### config.mk
export PLATFORM = sky130hd
export DESIGN_NAME = rle_expand_ctrl
export DESIGN_NICKNAME = d
export VERILOG_FILES = /design/src/rtl/rle_pkg.sv /design/src/rtl/rle_expand_ctrl.sv
export SDC_FILE = /design/constraint.sdc
export NUM_CORES = 1
export LEC_CHECK = 0
export CAP_MARGIN = 15
export CORE_MARGIN = 4
export CORE_UTILIZATION = 49
export CTS_CLUSTER_DIAMETER = 50
export DETAILED_ROUTE_END_ITERATION = 16
export PLACE_DENSITY = 0.76
export SYNTH_ARGS = -nofsm -noshare
export SYNTH_HDL_FRONTEND = slang
export SYNTH_SLANG_ARGS = --single-unit
### constraint.sdc
create_clock -name clk -period 3.08 [get_ports clk]
set_input_delay 0.924 -clock clk [delete_from_list [all_inputs] [get_ports clk]]
set_output_delay 0.924 -clock clk [all_outputs]
set_load 0.05 [all_outputs]
### src/rtl/rle_pkg.sv
// Shared types and defaults for the RLE expansion sequencer.
package rle_pkg;

  localparam int RLE_DATA_W = 8;
  localparam int RLE_BCNT_W = 16;

  // Encoding 2'd3 is unused; the FSM treats it as illegal and falls back to GET_CNT.
  typedef enum logic [1:0] {
    GET_CNT = 2'd0,
    GET_SYM = 2'd1,
    EMIT    = 2'd2
  } rle_state_e;

endpackage

### src/rtl/rle_expand_ctrl.sv
// Pops (count, symbol) pairs from a FWFT FIFO and writes each symbol count times downstream.
// 2 cycles of pop overhead per pair, then 1 byte/cycle; stalls on out_full, waits on in_empty.
module rle_expand_ctrl
  import rle_pkg::*;
#(
  parameter int DATA_W = RLE_DATA_W,
  parameter int BCNT_W = RLE_BCNT_W
) (
  input  logic              clk,
  input  logic              rst,
  input  logic              en,
  input  logic              in_empty,
  input  logic [DATA_W-1:0] in_data,
  output logic              in_rd,
  input  logic              out_full,
  output logic              out_wr,
  output logic [DATA_W-1:0] out_data,
  output logic              busy,
  output logic              run_done,
  output logic [BCNT_W-1:0] byte_count
);

  rle_state_e        state_q, state_d;
  logic [DATA_W-1:0] run_cnt_q, run_cnt_d;
  logic [DATA_W-1:0] sym_q, sym_d;
  logic [BCNT_W-1:0] byte_count_q, byte_count_d;
  logic              run_done_q, run_done_d;

  always_comb begin
    state_d      = state_q;
    run_cnt_d    = run_cnt_q;
    sym_d        = sym_q;
    byte_count_d = byte_count_q;
    run_done_d   = 1'b0;
    in_rd        = 1'b0;
    out_wr       = 1'b0;

    case (state_q)
      GET_CNT: begin
        if (en && !in_empty) begin
          in_rd     = 1'b1;
          run_cnt_d = in_data;
          state_d   = GET_SYM;
        end
      end
      GET_SYM: begin
        // Once the count is popped the pair is committed, so en is ignored here.
        if (!in_empty) begin
          in_rd   = 1'b1;
          sym_d   = in_data;
          state_d = (run_cnt_q == '0) ? GET_CNT : EMIT;
        end
      end
      EMIT: begin
        if (!out_full) begin
          out_wr       = 1'b1;
          run_cnt_d    = run_cnt_q - DATA_W'(1);
          byte_count_d = byte_count_q + BCNT_W'(1);
          if (run_cnt_q == DATA_W'(1)) begin
            state_d    = GET_CNT;
            run_done_d = 1'b1;
          end
        end
      end
      default: state_d = GET_CNT;
    endcase

    if (rst) begin
      in_rd  = 1'b0;
      out_wr = 1'b0;
    end
  end

  always_ff @(posedge clk) begin
    if (rst) begin
      state_q      <= GET_CNT;
      run_cnt_q    <= '0;
      sym_q        <= '0;
      byte_count_q <= '0;
      run_done_q   <= 1'b0;
    end else begin
      state_q      <= state_d;
      run_cnt_q    <= run_cnt_d;
      sym_q        <= sym_d;
      byte_count_q <= byte_count_d;
      run_done_q   <= run_done_d;
    end
  end

  assign out_data   = sym_q;
  assign busy       = (state_q != GET_CNT);
  assign run_done   = run_done_q;
  assign byte_count = byte_count_q;

endmodule

==> results.toml <==
[floorplanning]
ios = 41
fp.dieW_microns = 66.71
die_y_microns = 66.71
std_cell_rows = 21
core_sq_um = 3337
dieArea_sq_um = 4450
initial_core_util_pct = 50.62

[cts]
clk_pin_slew_ps = 100
numCtsBuffers = 5
root_buffer = "clkbuf_4"
cts_hold_buffers = 0
cts.path.max_buffers = 2
tritoncts_num_sinks = 35
ctsHtreeMaxLevel = 2
cts_setup_buffers = 0
cts_tree = "yes"
cts_resized = 0
clk_latency_ps = 350

[status]
status = "finished, final reports clean"

[synthesis]
yosysUniqueCellTypes = 37
synth_seq_cells = 35
ys_seq_area_share_pct = 41.48
synth_ff_type = "dfxtp_1"
synth-edff-count = 0
synthArstFlopShare_pct = 0
avgSynthCellArea_sq_um = 8.321
yosys.cell_count.top_type = "dfxtp_1"
yosysWarnings = 0
netlist_top_cells_count = "35 x dfxtp_1, 22 x nor2_1, 21 x a21oi_1, 14 x nand2_1"
syn_area_sq_um = 1689
synth_area_leaders = "dfxtp_1 41%, a21oi_1 6.2%, mux2i_1 5.9%"
yosys.area.top_type = "dfxtp_1"
yosysTopAreaCellShare_pct = 41.48
syn_nets = 220
synthCells = 203

[routing]
firstDrtPassIters = 4
drt-initial-drc-count = 38
antenna_left = 0
drc_errors = 0
viasPerCell = 5.320
wl_per_cell_microns = 13.01
vias = 1564
wl_microns = 3826

[pwr]
intPower_w = 0.0006930
switching_share_pct = 25.22
switching_power_w = 0.0002338
leakage_nw = 0.7854
p_per_area_nw_per_um2 = 407.9
power_w = 0.0009268
power.share.clock_pct = 33.9
pwr-share-seq_pct = 51.3
ir_drop_mv = 0.3800
comb_power_share_pct = 14.8

[worst_setup_path]
rr_startpoint = "state_q[0]$_SDFFE_PP0P_"
critPathKind = "in2out"
reg2reg_depth = 4
worstSetupStartpoint = "out_full"
crit_chain = "clkdlybuf4s50_1 > or3b_1 > nor2_2 > buf_12"
max_stage_delay_ps = 430
crit_required_ps = 2160
rrSetupSlack_ps = 910
arrival_ps = 2090
end_kind = "primary output"
startpoint_type = "input port"
critical_path.max_fanout = 4
cp-endpoint = "out_wr"
slowest_stage = "or3b_1"
r2r-end = "byte_count[13]$_SDFFE_PP0N_"

[grt]
grt_max_degree = 19
use_met1_pct = 21.55
grt_pass1_vias = 1455
gr-total-overflow = 0
grt_util_all_layers_pct = 19.00
grt_antenna_before_repair = 0
grt_pass1_wl_microns = 6410
met2_usage_pct = 32.92
groute.layer.met3.usage_pct = 6.071
grt_busiest_layer = "met2"

[placed_design]
place_ws_ps = 50.28
dp_hpwl_microns = 2845
portBuffers = 40
gp_congestion = 0.8218

[timing]
tns_ps = 0
worst_slack_ps = 62.38
min_period_ps = 3018
tightest_slew_ps = 577.1
hold_ws_ps = 479.4
drv_slew = 0
setup_viol = 0
relSlewSlack_pct = 61.17
finalCritPeriodShare_pct = 97.97
max_freq_mhz = 331.4
finalHoldViolCount = 0
finClkSkew_ps = 15.36
rsz0062_at_grt = "no"

[final_layout]
area_growth_pct = 34.52
drive_gt1_share_pct = 9.274
final_nets = 265
fill_cells = 300
multi_input_area_sq_um = 924.6
final-seq-area_sq_um = 700.7
diodes = 0

[job]
cap_violations = 0

[hold_path]
min_path_type = "reg2reg"
## worst min-delay path by stage
| stage | start | to | slack, ps | cells past startpoint |
|---|---|---|---|---|
| after floorplan | run_cnt_q[6]$_SDFFE_PP0P_ | run_cnt_q[6]$_SDFFE_PP0P_ | 450 | 2 |
| after global placement | run_cnt_q[6]$_SDFFE_PP0P_ | run_cnt_q[6]$_SDFFE_PP0P_ | 460 | 2 |
| after detailed placement | run_cnt_q[6]$_SDFFE_PP0P_ | run_cnt_q[6]$_SDFFE_PP0P_ | 470 | 2 |
| after CTS | run_cnt_q[6]$_SDFFE_PP0P_ | run_cnt_q[6]$_SDFFE_PP0P_ | 480 | 2 |
| after global routing | run_cnt_q[6]$_SDFFE_PP0P_ | run_cnt_q[6]$_SDFFE_PP0P_ | 520 | 2 |
| final | run_cnt_q[6]$_SDFFE_PP0P_ | run_cnt_q[6]$_SDFFE_PP0P_ | 480 | 2 |
## logic make-up (layout without fill, tap and decap cells)
group	after synthesis	in the layout	synth area share (%)
multiplexers	10	10	5.926
flip-flops	35	35	41.48
XOR/XNOR	7	7	3.630
adder cells (fa/ha/maj)	4	4	2.963
AO/OA/AOI/OAI	46	46	16.22
AND/OR/NAND/NOR	82	82	25.48
buffers and inverters	19	64	4.296
## power groups by stage
| stage | Combinational [W] | Sequential (W) | Clock (W) |
|---|---|---|---|
| global placement | 0.000136 | 0.000485 | 0 |
| CTS | 0.000137 | 0.000475 | 0.000321 |
| global route | 0.000150 | 0.000478 | 0.000342 |
| detailed placement | 0.000137 | 0.000485 | 0 |
| floorplan | 0.0000776 | 0.000493 | 0 |
| finish | 0.000137 | 0.000475 | 0.000314 |
## worst max-delay path: cells and delay by family
kind / cells / cell delay, ps
buf+inv: 2 / 570
simple gates: 2 / 600
## sequential cells by signal, summed over array words and instances, names as in the netlist
signal      cells
byte_count     16
out_data        8
run_cnt_q       8
state_q         2
run_done        1
## cell usage in the layout, fill, tap and decap left out, types with 8 or more instances in the layout
| master | n |
|---|---|
| or3_1 | 8 |
| buf_4 | 9 |
| nand2_1 | 14 |
| inv_1 | 8 |
| a21oi_1 | 21 |
| clkdlybuf4s50_1 | 38 |
| dfxtp_1 | 35 |
| mux2i_1 | 10 |
| nor2_1 | 21 |
| o21ai_0 | 10 |
## layout make-up
class / instances / share of cell area (%)
Sequential cell: 35 / 30.84
Timing Repair Buffer: 49 / 21.48
Multi-Input combinational cell: 149 / 40.69
Tap cell: 46 / 2.533
Clock inverter: 1 / 1.322
Clock buffer: 6 / 1.817
Inverter: 8 / 1.322
## layer usage
layer / share of wire (%) / wire length, microns
met5: 0 / 0
met4: 2.1 / 79
met3: 5.6 / 214
met2: 49 / 1873
met1: 43 / 1658
## per-stage QoR
step	cells	utilization [%]	area (sq um)
6_report	294	68.09	2272
5_1_grt	294	68.09	2272
4_1_cts	294	68.09	2272
3_5_place_dp	287	65.95	2201
3_3_place_gp	287	65.95	2201
2_1_floorplan	203	-	1698
No activity file was read; power rests on OpenSTA's default activity.
